## src/rtl/pipe_hazard_ctrl.sv

```systemverilog
// Pipeline sequencing controller: load-use stall, mul/div hold, jump/branch flush.
// Ports: hazard inputs from ID/EX/MEM, pipe-register enables, md status, stats counters.
module pipe_hazard_ctrl #(
  parameter int ADDR_SIZE = 5,
  parameter int MD_LAT    = 4,
  parameter int CNT_W     = 16
) (
  input  logic                 clk,
  input  logic                 rst_n,
  input  logic [ADDR_SIZE-1:0] id_rs,
  input  logic [ADDR_SIZE-1:0] id_rt,
  input  logic                 id_uses_rt,
  input  logic                 id_jump,
  input  logic                 idex_mem_read,
  input  logic [ADDR_SIZE-1:0] idex_rt,
  input  logic                 ex_md_start,
  input  logic                 mem_branch_taken,
  output logic                 pc_we,
  output logic                 ifid_we,
  output logic                 ifid_flush,
  output logic                 idex_we,
  output logic                 idex_bubble,
  output logic                 md_busy,
  output logic                 md_done,
  output logic                 md_abort,
  output logic [CNT_W-1:0]     stall_cnt,
  output logic [CNT_W-1:0]     flush_cnt
);

  typedef enum logic {
    RUN,
    MD_WAIT
  } state_t;

  localparam logic [7:0] MD_INIT = 8'(MD_LAT - 2);

  state_t     state_q, state_d;
  logic [7:0] md_cnt_q, md_cnt_d;
  logic       lu;

  assign lu = idex_mem_read
           && (idex_rt != '0)
           && ((idex_rt == id_rs)
            || (id_uses_rt && (idex_rt == id_rt)));

  always_ff @(posedge clk or negedge rst_n) begin
    if (!rst_n) begin
      state_q  <= RUN;
      md_cnt_q <= '0;
    end else begin
      state_q  <= state_d;
      md_cnt_q <= md_cnt_d;
    end
  end

  always_comb begin
    state_d     = state_q;
    md_cnt_d    = md_cnt_q;
    pc_we       = 1'b1;
    ifid_we     = 1'b1;
    ifid_flush  = 1'b0;
    idex_we     = 1'b1;
    idex_bubble = 1'b0;
    md_busy     = 1'b0;
    md_done     = 1'b0;
    md_abort    = 1'b0;
    if (!rst_n) begin
      // reset drives the pipe quiet without waiting for a clock
      pc_we       = 1'b0;
      ifid_we     = 1'b0;
      idex_we     = 1'b0;
      idex_bubble = 1'b1;
    end else begin
      md_busy = (state_q == MD_WAIT);
      if (mem_branch_taken) begin
        ifid_flush  = 1'b1;
        idex_bubble = 1'b1;
        md_abort    = (state_q == MD_WAIT) || ex_md_start;
        state_d     = RUN;
        md_cnt_d    = '0;
      end else if (state_q == MD_WAIT) begin
        if (md_cnt_q != '0) begin
          pc_we    = 1'b0;
          ifid_we  = 1'b0;
          idex_we  = 1'b0;
          md_cnt_d = md_cnt_q - 8'd1;
        end else begin
          md_done = 1'b1;
          state_d = RUN;
        end
      end else if (ex_md_start) begin
        pc_we    = 1'b0;
        ifid_we  = 1'b0;
        idex_we  = 1'b0;
        state_d  = MD_WAIT;
        md_cnt_d = MD_INIT;
      end else if (lu) begin
        // the bubble clears idex_mem_read, so this lasts one cycle
        pc_we       = 1'b0;
        ifid_we     = 1'b0;
        idex_bubble = 1'b1;
      end else if (id_jump) begin
        ifid_flush = 1'b1;
      end
    end
  end

  always_ff @(posedge clk or negedge rst_n) begin
    if (!rst_n) begin
      stall_cnt <= '0;
      flush_cnt <= '0;
    end else begin
      if (!pc_we && (stall_cnt != '1))
        stall_cnt <= stall_cnt + 1'b1;
      if (ifid_flush && (flush_cnt != '1))
        flush_cnt <= flush_cnt + 1'b1;
    end
  end

endmodule

```

## config.mk

```make
export PLATFORM = sky130hd
export DESIGN_NAME = pipe_hazard_ctrl
export DESIGN_NICKNAME = d
export VERILOG_FILES = /design/src/rtl/pipe_hazard_ctrl.sv
export SDC_FILE = /design/constraint.sdc
export NUM_CORES = 1
export LEC_CHECK = 0
export ABC_AREA = 1
export CAP_MARGIN = 20
export CORE_MARGIN = 10
export CORE_UTILIZATION = 45
export CTS_CLUSTER_DIAMETER = 150
export CTS_CLUSTER_SIZE = 10
export DETAILED_ROUTE_END_ITERATION = 16
export PLACE_DENSITY = 0.83
export SLEW_MARGIN = 20
export SYNTH_ARGS = -nofsm -noshare
export SYNTH_HDL_FRONTEND = slang
export SYNTH_SLANG_ARGS = --single-unit
```

## constraint.sdc

```tcl
create_clock -name clk -period 2.7 [get_ports clk]
set_clock_uncertainty 0.2 [all_clocks]
set_input_delay 0.81 -clock clk [delete_from_list [all_inputs] [get_ports clk]]
set_output_delay 0.81 -clock clk [all_outputs]
set_load 0.01 [all_outputs]
```

* After elaboration in Yosys (flattened, before gate mapping) *
Index checks and enable logic that the tools add are counted.

word-level totals
  register bits after elaboration = 41
  bits of input ports = 22
  output and inout port bits = 40

operators by class
  add/sub/neg operators = 3
  eq/ne operators = 5
  multiplexer cells = 35
  reductions and logical operators = 12

operators by type and width
  operator                                           number
  adder 16 x 1 -> 16 bit (second input constant)     2
  two-way mux 8 bit                                  4
  != test 16 bit (second input constant)             2
  two-way mux 1 bit                                  31
  == test 5 bit                                      2
  nonzero test 8 bit                                 1
  subtractor 8 x 1 -> 8 bit (second input constant)  1
  logical AND 1 bit                                  5
  nonzero test 5 bit                                 1
  != test 3 x 2 -> 1 bit (second input constant)     1
  AND reduction 3 bit                                1
  nonzero test 3 bit                                 1
  logical OR 1 bit                                   2
  logical NOT 1 bit                                  1

* Longest topological paths before layout *
  word-level depth = 11
  gate-level depth with buffers = 14
  mapped depth without buffers = 13

* Worst setup path before layout *
OpenSTA, ideal clock, no wires.

  path kind = input -> output
  start point = input idex_rt[2]
  end point = output pc_we
  arrival = 1.838 ns
  data required time = 1.690 ns
  setup slack = -0.148 ns
  cell stages on the path = 11
  path buffers = 2
  cell sequence = inv_1 > nand4_1 > o21ai_0 > inv_1 > nand2_1 > nand2_1 > nand2_1 > nand2_4 > buf_4 > inv_1 > buf_4

on the way
  word-level cells in the longest chain between the ends = 9
  elaborated cells between the ends (all ways) = 12
  those cells by class = eq/ne: 2; mux: 5; reduce/logical: 5

RTL lines
  item                                 line  RTL
  start, declared                      15    input logic [ADDR_SIZE-1:0] idex_rt,
  == test 5 bit                        44    || (id_uses_rt && (idex_rt == id_rt)));
  logical AND 1 bit                    44
  logical OR 1 bit                     44
  logical AND 1 bit (*)                43    && ((idex_rt == id_rs)
  two-way mux 1 bit (*) (5 in series)  n/a
  end, declared                        18    output logic pc_we,

Every way passes the cells marked *; elsewhere a longest branch is shown, timed or not.

* Worst setup path after layout *
  start point = input idex_rt[1]
  end point = output pc_we

on the way
  word-level cells in the longest chain between the ends = 9
  elaborated cells between the ends (all ways) = 12
  those cells by class = eq/ne: 2; mux: 5; reduce/logical: 5

RTL lines
  item                   line  RTL
  == test 5 bit          44
  logical AND 1 bit      44
  logical OR 1 bit       44
  logical AND 1 bit (*)  43
  two-way mux 1 bit (*)  97    end else if (lu) begin
  two-way mux 1 bit (*)  91    end else if (ex_md_start) begin
  two-way mux 1 bit (*)  81    end else if (state_q == MD_WAIT) begin
  two-way mux 1 bit (*)  75    if (mem_branch_taken) begin
  two-way mux 1 bit (*)  67    if (!rst_n) begin

Marked as above.

==> flow_metrics.py <==
metrics = {
    "synthesis": {
        "post-synth-top-area-fraction": 0.3669,
        "syn_nets": 416,
        "synth-seq-area-share": 0.3669,
        "post_synth_instance_area_sq_um": 2796,
        "synth.distinct_cells": 31,
        "syn_inst": 390,
        "syn_avg_cell_area_sq_um": 7.170,
        "yosys_warnings": 0,
        "synth-edff-count": 0,
        "yosysMostFrequentCell": "nand2_1",
        "ys_seq_elements": 41,
        "ys_top_cells_by_area": "dfrtp_1, nand2_1, nand3_1, xor2_1, inv_1",
        "synthTopCellsByCount": "nand2_1, nand3_1, inv_1",
        "synth-main-ff-cell": "dfrtp_1",
        "postSynth.asyncResetShare": 1.000,
        "synth_largest_area_cell": "dfrtp_1",
    },
    "clocking": {
        "clk_pin_slew_ns": 0.08,
        "cts.root.buffer_cell": "clkbuf_8",
        "tritoncts": "built",
        "cts-buffers-inserted": 5,
        "ctsHoldBuffers": 0,
        "numClockSinks": 41,
        "cts-root-to-sink-buffers": 2,
        "ctsHtreeMaxLevel": 2,
        "clkLatencyLatePin_ns": 0.30,
    },
    "outcome": {
        "status": "complete, but fails checks",
        "violated_checks": "negative setup slack",
    },
    "die": {
        "design.core.area_sq_um": 5991,
        "ios": 62,
        "dieWidth_um": 98.83,
        "dieHeight_um": 98.83,
        "initial_core_utilization": 0.4668,
        "core.rowCount": 28,
        "floorplan.die_area_sq_um": 9767,
    },
    "timing": {
        "maxSlewHeadroom": 0.7426,
        "worst_slack_setup_final_ns": -0.04774,
        "layout_min_cycle_time_ns": 2.748,
        "final.period_utilization": 1.018,
        "setup_viol": 3,
        "worst_slew_pin_tran_ns": 0.3826,
        "highest_clock_rate_mhz": 363.9,
        "timing_hold_violations_final": 0,
        "rsz0062_at_grt": "true",
        "slew_viol_final": 0,
        "whs_ns": 0.3183,
    },
    "worst_setup_path": {
        "critical_path_peak_fanout": 3,
        "critPathKind": "in2out",
        "cp_top_family": "simple AND/OR/NAND/NOR gates",
        "endpoint_kind": "output port",
        "cp_cell_sequence": "buf_8 -> inv_8 -> nand2_2 -> nand2_1 -> nor2_1 -> nand3_1 -> nand2_1 -> nand2_2 -> nand2_2 -> nand2_2 -> nand2_4 -> inv_4 -> buf_6",
        "slowest_stage": "nor2_1",
        "crit_required_ns": 1.69,
        "path_buf_inv": 4,
        "timing.critical_path.from_type": "primary input",
        "crit_path_frequent_cell": "nand2_2",
        "timing.critical_path.arrival_ns": 1.74,
        "critical_path.max_stage_delay_ns": 0.12,
    },
    "hold_path": {
        "min_path_type": "in2async",
    },
    "placement": {
        "port_buffers": 61,
        "detailed_placement_hpwl_mm": 5.939,
        "placement_stage_worst_setup_slack_ns": -0.9888,
        "dpl_cell_area_sq_um": 3645,
        "gp_congestion": 0.9627,
    },
    "global_route": {
        "gr-usage-met2": 0.2650,
        "track_usage": 0.1566,
        "grt_first_pass_wirelength_mm": 13.03,
        "global_route.usage.met3": 0.03561,
        "layer_with_the_highest_usage": "met2",
        "grt_antenna_before_repair": 0,
        "globalRouteMet1Util": 0.1879,
        "largest_net_degree_at_the_start_of_global_routing": 22,
        "number_of_global_route_vias_before_repair": 2741,
        "global_route_overflow": 0,
    },
    "cells_and_area": {
        "fillerInstances": 475,
        "area.growth.synth_to_final_pct": 36.06,
        "stdcell_area_sq_um": 3805,
        "num_antenna_cells": 0,
        "layout.area.seq_sq_um": 1026,
        "multi_input_area_sq_um": 1573,
        "post_route_cells_drive_above_1_share": 0.1971,
        "final_nets": 502,
    },
    "job": {
        "drv_cap": 0,
    },
    "route": {
        "viasPerCell": 5.132,
        "post-route-drc-count": 0,
        "detail_route.iter0.violations": 226,
        "wl_per_cell_um": 14.25,
        "postRouteWirelength_mm": 7.865,
        "route.vias.total": 2833,
        "drt_first_pass_iters": 5,
        "final_antenna_net_count": 0,
    },
    "pwr": {
        "power.density_cell_area_nw_per_um2": 559.3,
        "p_leak_nw": 1.924,
        "peakVddDrop_uv": 433.6,
    },
}
==> layer usage <==
| metal | routed length [um] | up-vias |
|---|---|---|
| li1 | - | 1404 |
| met1 | 3285 | 1317 |
| met2 | 3972 | 93 |
| met3 | 442 | 19 |
| met4 | 164 | 0 |
| met5 | 0 | - |
==> power breakdown <==
part / switching (W) / internal [W]
clock network: 0.000230 / 0.000301
logic: 0.000395 / 0.000370
registers: 0.000131 / 0.000702
total: 0.000755 / 0.00137
==> flip-flops by register name, indices dropped and copies added, names as in the netlist <==
| signal | count |
|---|---|
| flush_cnt | 16 |
| state_q | 1 |
| stall_cnt | 16 |
| md_cnt_q | 8 |
==> path summary, 6_finish.rpt <==
path                                           start  depth (start not counted)                        end  slack [ns]
setup / recovery                          idex_rt[1]                         13                      pc_we       -0.05
hold / removal                                 rst_n                          2    md_cnt_q[1]$_DFFE_PN0P_        0.32
setup reg to reg            stall_cnt[0]$_DFFE_PN0P_                          9   stall_cnt[5]$_DFFE_PN0P_        0.51
hold reg to reg            flush_cnt[13]$_DFFE_PN0P_                          2  flush_cnt[13]$_DFFE_PN0P_        0.35
max in group asynchronous                      rst_n                          3    md_cnt_q[5]$_DFFE_PN0P_        1.60
min in group clk           flush_cnt[13]$_DFFE_PN0P_                          2  flush_cnt[13]$_DFFE_PN0P_        0.35
==> placed cells by master (no fill, tap or decap), types with 3 or more instances in the layout <==
| master | n |
|---|---|
| a21oi_1 | 3 |
| buf_2 | 8 |
| buf_4 | 26 |
| buf_6 | 11 |
| buf_8 | 3 |
| clkbuf_8 | 6 |
| clkdlybuf4s50_1 | 32 |
| dfrtp_1 | 41 |
| dlygate4sd2_1 | 6 |
| ha_1 | 4 |
| inv_1 | 41 |
| inv_2 | 3 |
| nand2_1 | 119 |
| nand2_2 | 11 |
| nand2_4 | 3 |
| nand3_1 | 55 |
| nand4_1 | 4 |
| nor2_1 | 18 |
| nor2_2 | 6 |
| nor3_1 | 10 |
| nor3_2 | 4 |
| nor4_1 | 3 |
| o21ai_0 | 6 |
| o22ai_1 | 3 |
| xnor2_1 | 9 |
| xor2_1 | 23 |
==> per-stage QoR <==
| step | instances | setup TNS (ns) | utilization | power [W] |
|---|---|---|---|---|
| floorplan | 390 | -0.02832 | - | 0.001231 |
| global placement | 542 | -11.37 | 0.6084 | 0.001556 |
| detailed placement | 542 | -14.29 | 0.6084 | 0.001584 |
| CTS | 551 | -0.1255 | 0.6295 | 0.002127 |
| global route | 552 | -0.5485 | 0.6351 | 0.002261 |
| finish | 552 | -0.1297 | 0.6351 | 0.002128 |
==> cells by family after synthesis <==
group           share of synthesized area
simple gates                       0.3964
fa+ha+maj                         0.01790
flops                              0.3669
xor+xnor                           0.1002
buf+inv                           0.08590
compound gates                    0.03266
==> timing repair <==
item / in CTS / in global routing
setup endpoints to repair: 12 / 6
gates resized for setup: 122 / 7
pin swaps: 28 / 12
setup buffers: 1 / 1
==> area by class of cell <==
cell class	instances	area share
clock buffer	6	0.02170
clock inverter	2	0.009865
inverter	49	0.05360
multi-input combinational	292	0.4134
sequential	41	0.2696
tap	75	0.02466
timing repair buffer	87	0.2072
(Power assumes the default switching activity.)
